### src/rtl/pr_region_scheduler.sv
// rtl/pr_region_scheduler.sv - PR region sequencer, ICAP arbiter, BRAM window addressing and VGA colour mux
module pr_region_scheduler #(
    parameter int          V_ACTIVE       = 480,
    parameter int          IMG_W          = 160,
    parameter int          IMG_H          = 115,
    parameter int          R0_X0          = 100,
    parameter int          R0_Y0          = 100,
    parameter int          R1_X0          = 300,
    parameter int          R1_Y0          = 100,
    parameter int          R2_X0          = 100,
    parameter int          R2_Y0          = 260,
    parameter int          ADDR_W         = 15,
    parameter int          PIPE_DLY       = 3,
    parameter int          SETTLE_FRAMES  = 1,
    parameter int          TIMEOUT_FRAMES = 4,
    parameter logic [11:0] DECOUPLE_RGB   = 12'h000
) (
    input  logic              pixel_clk,
    input  logic              reset,
    input  logic              blank,
    input  logic [9:0]        hc,
    input  logic [9:0]        vc,
    input  logic [11:0]       rgb0,
    input  logic [11:0]       rgb1,
    input  logic [11:0]       rgb2,
    input  logic [2:0]        pr_req,
    input  logic              pr_done,
    output logic [2:0]        pr_grant,
    output logic [2:0]        decouple,
    output logic              pr_busy,
    output logic              pr_err,
    output logic              rd_en,
    output logic [ADDR_W-1:0] rd_addr,
    output logic [3:0]        redx,
    output logic [3:0]        greenx,
    output logic [3:0]        bluex
);

    localparam logic [9:0] WIN_W = 10'(IMG_W);
    localparam logic [9:0] WIN_H = 10'(IMG_H);
    localparam logic [9:0] X0_0  = 10'(R0_X0);
    localparam logic [9:0] Y0_0  = 10'(R0_Y0);
    localparam logic [9:0] X0_1  = 10'(R1_X0);
    localparam logic [9:0] Y0_1  = 10'(R1_Y0);
    localparam logic [9:0] X0_2  = 10'(R2_X0);
    localparam logic [9:0] Y0_2  = 10'(R2_Y0);
    localparam int FMAX   = (TIMEOUT_FRAMES > SETTLE_FRAMES) ? TIMEOUT_FRAMES : SETTLE_FRAMES;
    localparam int FCNT_W = $clog2(FMAX + 1);

    typedef enum logic [2:0] {
        S_IDLE,
        S_WAIT_FRAME,
        S_DECOUPLE,
        S_WAIT_DONE,
        S_SETTLE
    } state_t;

    function automatic logic in_win(input logic [9:0] x, input logic [9:0] y,
                                    input logic [9:0] x0, input logic [9:0] y0);
        return (x >= x0) && (x < x0 + WIN_W) && (y >= y0) && (y < y0 + WIN_H);
    endfunction

    function automatic logic [2:0] onehot(input logic [1:0] k);
        return 3'b001 << k;
    endfunction

    // First requesting region at or after the pointer, wrapping 2 -> 0.
    function automatic logic [1:0] rr_pick(input logic [2:0] req, input logic [1:0] ptr);
        logic [2:0] s;
        logic [1:0] pick;
        pick = ptr;
        for (int i = 2; i >= 0; i--) begin
            s = {1'b0, ptr} + 3'(i);
            if (s >= 3'd3) s = s - 3'd3;
            if (req[s[1:0]]) pick = s[1:0];
        end
        return pick;
    endfunction

    logic       hit;
    logic [1:0] hit_id;
    logic [9:0] dx;
    logic [9:0] dy;
    logic       frame_edge;

    assign frame_edge = (hc == 10'd0) && (vc == 10'(V_ACTIVE));

    always_comb begin
        hit    = 1'b0;
        hit_id = 2'd0;
        dx     = 10'd0;
        dy     = 10'd0;
        if (!blank) begin
            if (in_win(hc, vc, X0_0, Y0_0)) begin
                hit = 1'b1; hit_id = 2'd0; dx = hc - X0_0; dy = vc - Y0_0;
            end else if (in_win(hc, vc, X0_1, Y0_1)) begin
                hit = 1'b1; hit_id = 2'd1; dx = hc - X0_1; dy = vc - Y0_1;
            end else if (in_win(hc, vc, X0_2, Y0_2)) begin
                hit = 1'b1; hit_id = 2'd2; dx = hc - X0_2; dy = vc - Y0_2;
            end
        end
    end

    always_ff @(posedge pixel_clk or posedge reset) begin
        if (reset) begin
            rd_en   <= 1'b0;
            rd_addr <= '0;
        end else begin
            rd_en   <= hit;
            rd_addr <= hit ? ADDR_W'(dy) * ADDR_W'(IMG_W) + ADDR_W'(dx) : '0;
        end
    end

    // Hit tag travels alongside the BRAM/region pipeline so the mux lines up with rgbk.
    logic [PIPE_DLY-1:0] dly_v;
    logic [1:0]          dly_id [PIPE_DLY];
    logic [11:0]         pix;

    always_ff @(posedge pixel_clk or posedge reset) begin
        if (reset) begin
            dly_v <= '0;
            for (int i = 0; i < PIPE_DLY; i++) dly_id[i] <= 2'd0;
        end else begin
            dly_v[0]  <= hit;
            dly_id[0] <= hit_id;
            for (int i = 1; i < PIPE_DLY; i++) begin
                dly_v[i]  <= dly_v[i-1];
                dly_id[i] <= dly_id[i-1];
            end
        end
    end

    always_comb begin
        pix = 12'h000;
        if (dly_v[PIPE_DLY-1]) begin
            case (dly_id[PIPE_DLY-1])
                2'd0:    pix = decouple[0] ? DECOUPLE_RGB : rgb0;
                2'd1:    pix = decouple[1] ? DECOUPLE_RGB : rgb1;
                2'd2:    pix = decouple[2] ? DECOUPLE_RGB : rgb2;
                default: pix = 12'h000;
            endcase
        end
    end

    always_ff @(posedge pixel_clk or posedge reset) begin
        if (reset) begin
            {redx, greenx, bluex} <= 12'h000;
        end else begin
            {redx, greenx, bluex} <= pix;
        end
    end

    state_t            state;
    logic [1:0]        sel;
    logic [1:0]        rr;
    logic [1:0]        pick;
    logic [FCNT_W-1:0] fcnt;

    assign pick = rr_pick(pr_req, rr);

    always_ff @(posedge pixel_clk or posedge reset) begin
        if (reset) begin
            state    <= S_IDLE;
            sel      <= 2'd0;
            rr       <= 2'd0;
            fcnt     <= '0;
            pr_grant <= 3'b000;
            decouple <= 3'b000;
            pr_busy  <= 1'b0;
            pr_err   <= 1'b0;
        end else begin
            pr_err <= 1'b0;
            case (state)
                S_IDLE: begin
                    if (|pr_req) begin
                        sel     <= pick;
                        rr      <= (pick == 2'd2) ? 2'd0 : pick + 2'd1;
                        pr_busy <= 1'b1;
                        state   <= S_WAIT_FRAME;
                    end
                end
                S_WAIT_FRAME: begin
                    if (frame_edge) begin
                        decouple <= onehot(sel);
                        state    <= S_DECOUPLE;
                    end
                end
                S_DECOUPLE: begin
                    pr_grant <= onehot(sel);
                    fcnt     <= '0;
                    state    <= S_WAIT_DONE;
                end
                S_WAIT_DONE: begin
                    // pr_done takes priority over a timeout on the same cycle.
                    if (pr_done) begin
                        pr_grant <= 3'b000;
                        fcnt     <= '0;
                        state    <= S_SETTLE;
                    end else if (frame_edge) begin
                        if (fcnt == FCNT_W'(TIMEOUT_FRAMES - 1)) begin
                            pr_grant <= 3'b000;
                            pr_err   <= 1'b1;
                            fcnt     <= '0;
                            state    <= S_SETTLE;
                        end else begin
                            fcnt <= fcnt + 1'b1;
                        end
                    end
                end
                S_SETTLE: begin
                    if (frame_edge) begin
                        if (fcnt == FCNT_W'(SETTLE_FRAMES - 1)) begin
                            decouple <= 3'b000;
                            pr_busy  <= 1'b0;
                            fcnt     <= '0;
                            state    <= S_IDLE;
                        end else begin
                            fcnt <= fcnt + 1'b1;
                        end
                    end
                end
                default: state <= S_IDLE;
            endcase
        end
    end

endmodule

### config.mk
export PLATFORM = sky130hd
export DESIGN_NAME = pr_region_scheduler
export DESIGN_NICKNAME = d
export VERILOG_FILES = /design/src/rtl/pr_region_scheduler.sv
export SDC_FILE = /design/constraint.sdc
export NUM_CORES = 1
export LEC_CHECK = 0
export CAP_MARGIN = 20
export CORE_MARGIN = 2
export CORE_UTILIZATION = 30
export CTS_BUF_LIST = sky130_fd_sc_hd__clkbuf_16
export DETAILED_ROUTE_END_ITERATION = 8
export PLACE_DENSITY = 0.6
export RECOVER_POWER = 100
export SLEW_MARGIN = 10
export SYNTH_ARGS = -nofsm -noshare
export SYNTH_HDL_FRONTEND = slang
export SYNTH_SLANG_ARGS = --single-unit
### constraint.sdc
create_clock -name pixel_clk -period 3.61 [get_ports pixel_clk]
set_clock_uncertainty 0.2 [all_clocks]
set_input_delay 0.9025 -clock pixel_clk [delete_from_list [all_inputs] [get_ports pixel_clk]]
set_output_delay 0.9025 -clock pixel_clk [all_outputs]
set_load 0.05 [all_outputs]
==> flow_summary.rst, run 1 <==
.. list-table::
   :header-rows: 1

   * - Metric
     - Value
   * - Power per cell area
     - 243 nW/µm²
   * - Least setup slack across all paths after layout
     - -0.606 ns
   * - Share of synthesized flip-flops with an asynchronous set or reset
     - 1.00
   * - Number of endpoints with negative hold slack in the final report
     - 0
   * - Largest family of logic cells by synthesized area
     - compound AO/OA/AOI/OAI gates
   * - Type of the worst setup path
     - primary input to flop
   * - Area fraction of the dominant cell type after synthesis
     - 0.350
   * - Total leakage power
     - 0.00301 µW
   * - Average wire per cell in the routed design
     - approximately 14 µm
   * - Synth area leader
     - sky130_fd_sc_hd__dfrtp_1
   * - Met1 Resource Use GR
     - 0.190
   * - Worst max-slew margin expressed relative to the limit
     - 0.137
   * - Global routing met2 resource utilization
     - 0.286
   * - Die Span Y
     - 118 µm
   * - Post-synthesis simple-gate area fraction
     - 0.205
   * - Worst hold path type
     - flop to flop
   * - Compound-Gate Fraction of Synth Area
     - 0.227
   * - Number of buffers inserted for hold repair after clock tree synthesis
     - 0
   * - Starting density of the core
     - 0.306
   * - Hold Startpoint
     - dly_id[5]
   * - Final count of negative-setup-slack endpoints
     - 9
   * - Final critical delay including setup and external delays
     - 4.22 ns
   * - Crit path top cell by count
     - sky130_fd_sc_hd__buf_4
   * - Clock buffer count from CTS
     - 5
   * - Synth area leaders
     - sky130_fd_sc_hd__dfrtp_1, sky130_fd_sc_hd__ha_1, sky130_fd_sc_hd__nor2_1
   * - Worst Setup SP
     - hc[7]
   * - Final Slew Violations
     - 0
   * - Net count of the mapped netlist
     - ~510
   * - RSZ-0062 raised after global routing
     - yes
   * - GR Util met3
     - 0.0310
   * - Outcome
     - finished, violations left
   * - Remaining Overflow, GRT
     - 0
   * - Crit-path slowest cell
     - sky130_fd_sc_hd__or4_4
   * - Clock tree from TritonCTS
     - done
   * - Number of global-route vias before repair
     - 3935
   * - Clock-pin slew of the registers on the worst-case setup and hold paths
     - 0.07 ns
   * - Flip-flop cell with the highest count after synthesis
     - sky130_fd_sc_hd__dfrtp_1
   * - Largest buffer count on any clock path
     - 2
   * - Count of yosys warnings during synthesis
     - 0
   * - Cell area after synthesis
     - 3860 µm²
   * - Transition at the pin with the smallest max-transition slack
     - between 1 and 1.5 ns
   * - Clock sink total
     - 54
   * - Number of rows created at floorplan
     - 41
   * - Top library cells by usage in the layout, fill and taps aside
     - sky130_fd_sc_hd__buf_4, sky130_fd_sc_hd__dfrtp_1, sky130_fd_sc_hd__dlygate4sd3_1
   * - Final HPWL from detailed placement
     - 8440 µm
   * - Number of instances in the synthesized netlist
     - 422
   * - Peak supply drop
     - 0.155 mV
   * - Vias
     - between 3000 and 4000
   * - Part of the Yosys area used for sequential elements
     - 0.350
   * - Highest clock frequency the design can meet
     - 237 MHz
   * - Synth-to-layout area growth
     - 71.1%
   * - Post-detailed-route count of antenna-violating nets
     - 0
   * - Critical R2R Launch
     - rr[0]
   * - Total I/O pin count
     - 99
   * - Buffer type at the clock tree root
     - sky130_fd_sc_hd__clkbuf_16
   * - Total of flip-flops plus latches after synthesis
     - 54
   * - Capturing element type of the critical path
     - flop
   * - Delay of the slowest critical-path stage
     - 0.57 ns
   * - XOR/XNOR share of the synthesized area
     - 0.0385
   * - Depth of the CTS H-tree
     - 2
   * - Die width
     - 118 µm
   * - Worst setup SP type
     - primary input
   * - Standard cell core area
     - 12600 µm²
   * - Number of iterations in the first detailed-routing pass
     - 4
   * - GRT Resource Usage Total
     - 0.159
   * - First-pass GRT wire length
     - 18400 µm
   * - Total of max-cap violations
     - 0
   * - Violated checks
     - setup timing
   * - Series of cell instances along the critical path
     - clkdlybuf4s15_1, or4_4, nor2_4, a2bb2oi_4, buf_6, nand2_1, o21ai_0, o221ai_1, buf_4, xor2_1, ha_1, buf_4, a2111oi_2, a311oi_2, or2_2, mux2i_1
   * - Final clock period utilization by the worst path
     - 1.17
   * - Number of buffers inserted by port buffering
     - 98
   * - Layout Nets
     - ~720
   * - Area share of fa/ha/maj cells after synthesis
     - 0.0919
   * - Layer with the highest usage after global routing
     - met2
   * - # diodes
     - 0
   * - Die outline area
     - 13800 µm²
   * - Source-to-sink clock delay at the later pin of the worst-skew pair
     - 0.30 ns
   * - Most common cell after layout, fill and taps aside
     - sky130_fd_sc_hd__buf_4
   * - Per-cell via count in the routed design
     - 4.89
   * - Iter 0 DRT Violations
     - 231
   * - Number of instances in the placed design
     - around 770
   * - Non-filler cells, final
     - 805
   * - Number of design rule violations left after detail routing
     - 0
   * - Post-Route Setup TNS
     - -3.57 ns
   * - Number of unique standard cell types used by synthesis
     - 71
   * - Top fanout value on the critical path
     - 5
   * - Required time of the worst setup path
     - 3.63 ns
   * - Placer Congestion
     - 0.840
   * - Arrival time reported for the critical path endpoint
     - 4.24 ns
   * - Average cell area after synthesis
     - 9.16 µm²
   * - EDFF count, synth
     - 0
   * - Total wirelength of the detailed-routed design
     - 11500 µm
   * - Mux share of post-synthesis cell area
     - 0.0460
   * - Layout cells sized above 1
     - 0.357
   * - Antenna violations before repair
     - 0
   * - Maximum number of pins on one net before global-route repair
     - 55
[routing by layer]
metal	share of wire	wire, µm
met3	0.042	477
met1	0.42	4870
met4	0.025	290
met2	0.51	5840
met5	0	0
[sequential cells by signal, indices dropped and copies added (netlist names), 4 cells and up]
signal   cells
rd_addr     15
bluex        4
dly_id       6
redx         4
greenx       4
[where the power goes]
part,total [µW],leakage [µW],internal (µW),switching (µW)
Clock,608,0.0000915,395,213
Sequential,618,0.000712,613,5.11
Combinational,379,0.00221,201,178
Total,1600,0.00301,1210,396
[cell usage after synthesis (all sizes together) (8+ instances only)]
library cell / number
o21ai: 18
a222oi: 12
clkbuf: 10
a21oi: 23
mux2i: 11
nor2: 46
dfrtp: 54
nand2: 29
and2: 8
nor3: 14
xnor2: 10
nand2b: 18
ha: 26
inv: 24
[per-stage QoR]
step                       util  power (µW)  area (µm²)  worst slack (ns)  hold slack, ns
after detailed placement  0.462         964        5830             -1.39           0.139
after CTS                 0.498        1590        6290            -0.601           0.153
after global routing      0.524        1680        6610            -0.818           0.154
after floorplan               -         788        3990            -0.858           0.131
after global placement    0.462         959        5830             -1.34           0.133
final                     0.524        1600        6610            -0.606           0.148
[path summary, 6_finish.rpt]
kind                               endpoint  slack (ns)  cells after the start
max in group asynchronous           fcnt[1]        1.15                      3
worst max register to register        rr[0]        1.20                      9
worst min-delay path              dly_id[3]        0.15                      0
worst max-delay path            rd_addr[13]       -0.61                     16
min in group asynchronous          dly_v[0]        1.28                      3
worst min register to register    dly_id[3]        0.15                      0
[worst max-delay path, delay by kind of cell]
family | cells | cell delay (ns)
and+or+nand+nor | 4 | 1.05
xor gates and xnor gates | 1 | 0.15
buffers and inverters | 4 | 0.68
adders and majority gates | 1 | 0.34
muxes | 1 | 0.11
AOI/OAI and AO/OA | 5 | 1.02
[final cells by class]
| class | instances | area, µm² |
|---|---|---|
| well taps | 172 | 215 |
| inverters | 24 | 105 |
| fillers | 1153 | 6010 |
| repair buffers | 219 | 1910 |
| multi-input cells | 328 | 2840 |
| clock buffers | 5 | 125 |
| flip-flops and latches | 54 | 1350 |
| clock inverters | 3 | 63.8 |
[what timing repair did]
item / 4_1_cts / 5_1_grt
endpoints found under the setup margin: 10 / 10
endpoints found under the hold margin: 0 / 0
buffers inserted: 14 / 15
pin swaps: 24 / 50
resized for setup: 63 / 75
[cells by family after synthesis]
group                      after synthesis
adders and majority gates               28
DFF                                     54
buffers and inverters                   40
muxes                                   17
xor gates and xnor gates                17
AOI/OAI and AO/OA                      111
and+or+nand+nor                        155
Note: power is estimated with default switching activity, not from simulation.
==> run 2: changes to the inputs <==
--- a/config.mk
+++ b/config.mk
@@ -8,7 +8,6 @@
 export CAP_MARGIN = 20
 export CORE_MARGIN = 2
 export CORE_UTILIZATION = 30
-export CTS_BUF_LIST = sky130_fd_sc_hd__clkbuf_16
 export DETAILED_ROUTE_END_ITERATION = 8
 export PLACE_DENSITY = 0.6
 export RECOVER_POWER = 100
==> constraint.sdc (replaced) <==
create_clock -name pixel_clk -period 3.61 [get_ports pixel_clk]
set_clock_uncertainty 0.2 [all_clocks]
set_input_delay 0.9025 -clock pixel_clk [delete_from_list [all_inputs] [get_ports pixel_clk]]
set_output_delay 0.9025 -clock pixel_clk [all_outputs]
set_load 0.01 [all_outputs]
==> run 2 against run 1 <==
The flow still finishes with violations (setup timing); cell area increased by 0.15%; register-to-register slack about the same; flip-flop and latch count stayed put; via count about the same; clock power grew 3.6%; sequential share of layout area hardly changed; highest routed layer unchanged; worst hold slack better by 0.0011 ns; combinational power is 3% lower; routed wire length is essentially flat; critical path depth is the same.
==> flow_summary.rst, run 2 (same netlist as run 1, synthesis figures left out) <==
.. list-table::
   :header-rows: 1

   * - Metric
     - Value
   * - Number of rows created at floorplan
     - 41 (unchanged)
   * - Outcome
     - finished, violations left (unchanged)
   * - Design Power
     - 1610 µW (was 1600 µW)
   * - Worst setup SP type
     - primary input (unchanged)
   * - Total of max-cap violations
     - 0 (unchanged)
   * - First-pass GRT wire length
     - 18400 µm (unchanged)
   * - Design Area, Final
     - 6620 µm² (was 6610 µm²)
   * - Most common cell after layout, fill and taps aside
     - sky130_fd_sc_hd__buf_4 (unchanged)
   * - Worst max-slew margin expressed relative to the limit
     - 0.137 (about the same)
   * - Non-filler cells, final
     - 805 (unchanged)
   * - Violated checks
     - setup timing (unchanged)
   * - Placed cell areas
     - 5830 µm² (unchanged)
   * - Final clock period utilization by the worst path
     - 1.17 (about the same)
   * - Final Slew Violations
     - 0 (unchanged)
   * - Remaining Overflow, GRT
     - 0 (unchanged)
   * - Die width
     - 118 µm (unchanged)
   * - Global routing met2 resource utilization
     - 0.286 (unchanged)
   * - Reg-to-reg critical path endpoint
     - rr[0] (unchanged)
   * - Final HPWL from detailed placement
     - 8440 µm (unchanged)
   * - Total I/O pin count
     - 99 (unchanged)
   * - Regs by FF count
     - rd_addr x15, dly_id x6 (unchanged)
   * - Number of endpoints with negative hold slack in the final report
     - 0 (unchanged)
   * - Layout Nets
     - 722 (unchanged)
   * - Maximum number of pins on one net before global-route repair
     - 55 (unchanged)
   * - Worst-case hold path end point
     - dly_id[3] (unchanged)
   * - Synth-to-layout area growth
     - 71.4% (was 71.1%)
   * - Source-to-sink clock delay at the later pin of the worst-skew pair
     - 0.30 ns (about the same)
   * - Worst hold path type
     - flop to flop (unchanged)
   * - Type of the worst setup path
     - primary input to flop (unchanged)
   * - GRT Resource Usage Total
     - 0.159 (unchanged)
   * - Critical R2R Launch
     - rr[0] (unchanged)
   * - GR Util met3
     - 0.0310 (unchanged)
   * - Number of global-route vias before repair
     - 3936 (was 3935)
   * - Number of buffers inserted by port buffering
     - 98 (unchanged)
   * - Post-detailed-route count of antenna-violating nets
     - 0 (unchanged)
   * - Register with the most flip-flops
     - rd_addr (unchanged)
   * - Number of design rule violations left after detail routing
     - 0 (unchanged)
   * - Transition at the pin with the smallest max-transition slack
     - 1.29 ns (about the same)
   * - Hold path depth
     - 0 (unchanged)
   * - Die outline area
     - 13800 µm² (unchanged)
   * - Total wirelength of the detailed-routed design
     - 11500 µm (about the same)
   * - Largest buffer count on any clock path
     - 2 (unchanged)
   * - Arrival time reported for the critical path endpoint
     - 4.24 ns (about the same)
   * - Starting density of the core
     - 0.306 (unchanged)
   * - Post-Route Setup TNS
     - -3.57 ns (about the same)
   * - Depth of the CTS H-tree
     - 2 (unchanged)
   * - Cell depth of the worst flop-to-flop path
     - 9 (unchanged)
   * - Top fanout value on the critical path
     - 5 (unchanged)
   * - Capturing element type of the critical path
     - flop (unchanged)
   * - Least setup slack across all paths after layout
     - -0.606 ns (about the same)
   * - Number of iterations in the first detailed-routing pass
     - 4 (unchanged)
   * - Standard cell core area
     - 12600 µm² (unchanged)
   * - Vias
     - 3936 (was 3935)
   * - Final critical delay including setup and external delays
     - 4.22 ns (about the same)
   * - Iter 0 DRT Violations
     - 227 (was 231)
   * - Hold Startpoint
     - dly_id[5] (unchanged)
   * - Peak supply drop
     - 0.154 mV (was 0.155 mV)
   * - R2R setup slack
     - 1.20 ns (about the same)
   * - Clock tree from TritonCTS
     - done (unchanged)
   * - Antenna violations before repair
     - 0 (unchanged)
   * - Die Span Y
     - 118 µm (unchanged)
   * - Placer Congestion
     - 0.840 (unchanged)
   * - Clock-pin slew of the registers on the worst-case setup and hold paths
     - 0.07 ns (about the same)
   * - Clock sink total
     - 54 (unchanged)
   * - Power per cell area
     - 244 nW/µm² (was 243 nW/µm²)
   * - Clock buffer count from CTS
     - 5 (unchanged)
   * - Layout cells sized above 1
     - 0.359 (was 0.357)
   * - # diodes
     - 0 (unchanged)
   * - Required time of the worst setup path
     - 3.63 ns (about the same)
   * - Number of instances in the placed design
     - 773 (unchanged)
   * - Final count of negative-setup-slack endpoints
     - 9 (unchanged)
   * - Top library cells by usage in the layout, fill and taps aside
     - sky130_fd_sc_hd__buf_4, sky130_fd_sc_hd__dfrtp_1, sky130_fd_sc_hd__dlygate4sd3_1 (unchanged)
   * - Number of buffers inserted for hold repair after clock tree synthesis
     - 0 (unchanged)
   * - Buffer type at the clock tree root
     - sky130_fd_sc_hd__clkbuf_16 (unchanged)
   * - Number of flip-flops under the largest register name
     - 15 (unchanged)
   * - Layer with the highest usage after global routing
     - met2 (unchanged)
   * - Met1 Resource Use GR
     - 0.190 (unchanged)
   * - Per-cell via count in the routed design
     - 4.89 (about the same)
   * - Highest clock frequency the design can meet
     - 237 MHz (about the same)
   * - RSZ-0062 raised after global routing
     - yes (unchanged)
   * - Total leakage power
     - 0.00301 µW (about the same)
   * - Average wire per cell in the routed design
     - 14.2 µm (was 14.3 µm)
[run 2: cell types whose count changed in the layout (fill, tap and decap cells not counted), sizes merged]
cell,before,now
clkbuf,13,14
clkinv,2,1
[run 2: worst max-delay path, stage by stage]
cell and delay, ns:
sky130_fd_sc_hd__clkdlybuf4s15_1 0.19, sky130_fd_sc_hd__or4_4 0.57, sky130_fd_sc_hd__nor2_4 0.13, sky130_fd_sc_hd__a2bb2oi_4 0.21
sky130_fd_sc_hd__buf_6 0.15, sky130_fd_sc_hd__nand2_1 0.07, sky130_fd_sc_hd__o21ai_0 0.16, sky130_fd_sc_hd__o221ai_1 0.16
sky130_fd_sc_hd__buf_4 0.17, sky130_fd_sc_hd__xor2_1 0.15, sky130_fd_sc_hd__ha_1 0.34, sky130_fd_sc_hd__buf_4 0.17
sky130_fd_sc_hd__a2111oi_2 0.38, sky130_fd_sc_hd__a311oi_2 0.11, sky130_fd_sc_hd__or2_2 0.28, sky130_fd_sc_hd__mux2i_1 0.11
[run 2: how the worst max path moves through the flow]
| stage | start | end | slack, ns | cells after the start |
|---|---|---|---|---|
| 3_5_place_dp | vc[2] | rd_addr[14] | -1.39 | 17 |
| 4_1_cts | vc[3] | rd_addr[14] | -0.60 | 21 |
| 6_report | hc[7] | rd_addr[13] | -0.61 | 16 |
| 3_3_place_gp | vc[3] | rd_addr[13] | -1.34 | 19 |
| 5_1_grt | vc[3] | rd_addr[14] | -0.82 | 20 |
| 2_1_floorplan | vc[3] | rd_addr[14] | -0.86 | 20 |
[run 2: power by group]
| group | leakage [µW] | internal, µW | total, µW | switching (µW) |
|---|---|---|---|---|
| Clock | 0.0000971 | 416 | 630 | 214 |
| Sequential | 0.000712 | 613 | 618 | 5.11 |
| Combinational | 0.00221 | 201 | 367 | 166 |
| Total | 0.00301 | 1230 | 1610 | 385 |
[run 2: final cells by class]
type	instances	area (µm²)
fillers	1152	6000
clock inverters	2	60.1
repair buffers	219	1910
well taps	172	215
clock buffers	6	139
inverters	24	105
multi-input cells	328	2840
flip-flops and latches	54	1350
[run 2: layer usage]
metal	routed length (µm)	vias to the layer above
met5	0	-
met4	290	0
met3	477	22
met2	5850	89
met1	4850	1863
li1	-	1962
[run 2: timing repair]
action	in CTS	in global routing
buffers inserted	14	15
resized for setup	63	75
pin swaps	24	50
endpoints found under the setup margin	10	10
[run 2: metrics by stage]
stage	setup slack, ns	hold WS, ns	util
after floorplan	-0.858	0.131	-
after global placement	-1.34	0.133	0.462
after detailed placement	-1.39	0.139	0.462
after CTS	-0.601	0.154	0.499
after global routing	-0.818	0.154	0.525
final	-0.606	0.149	0.525
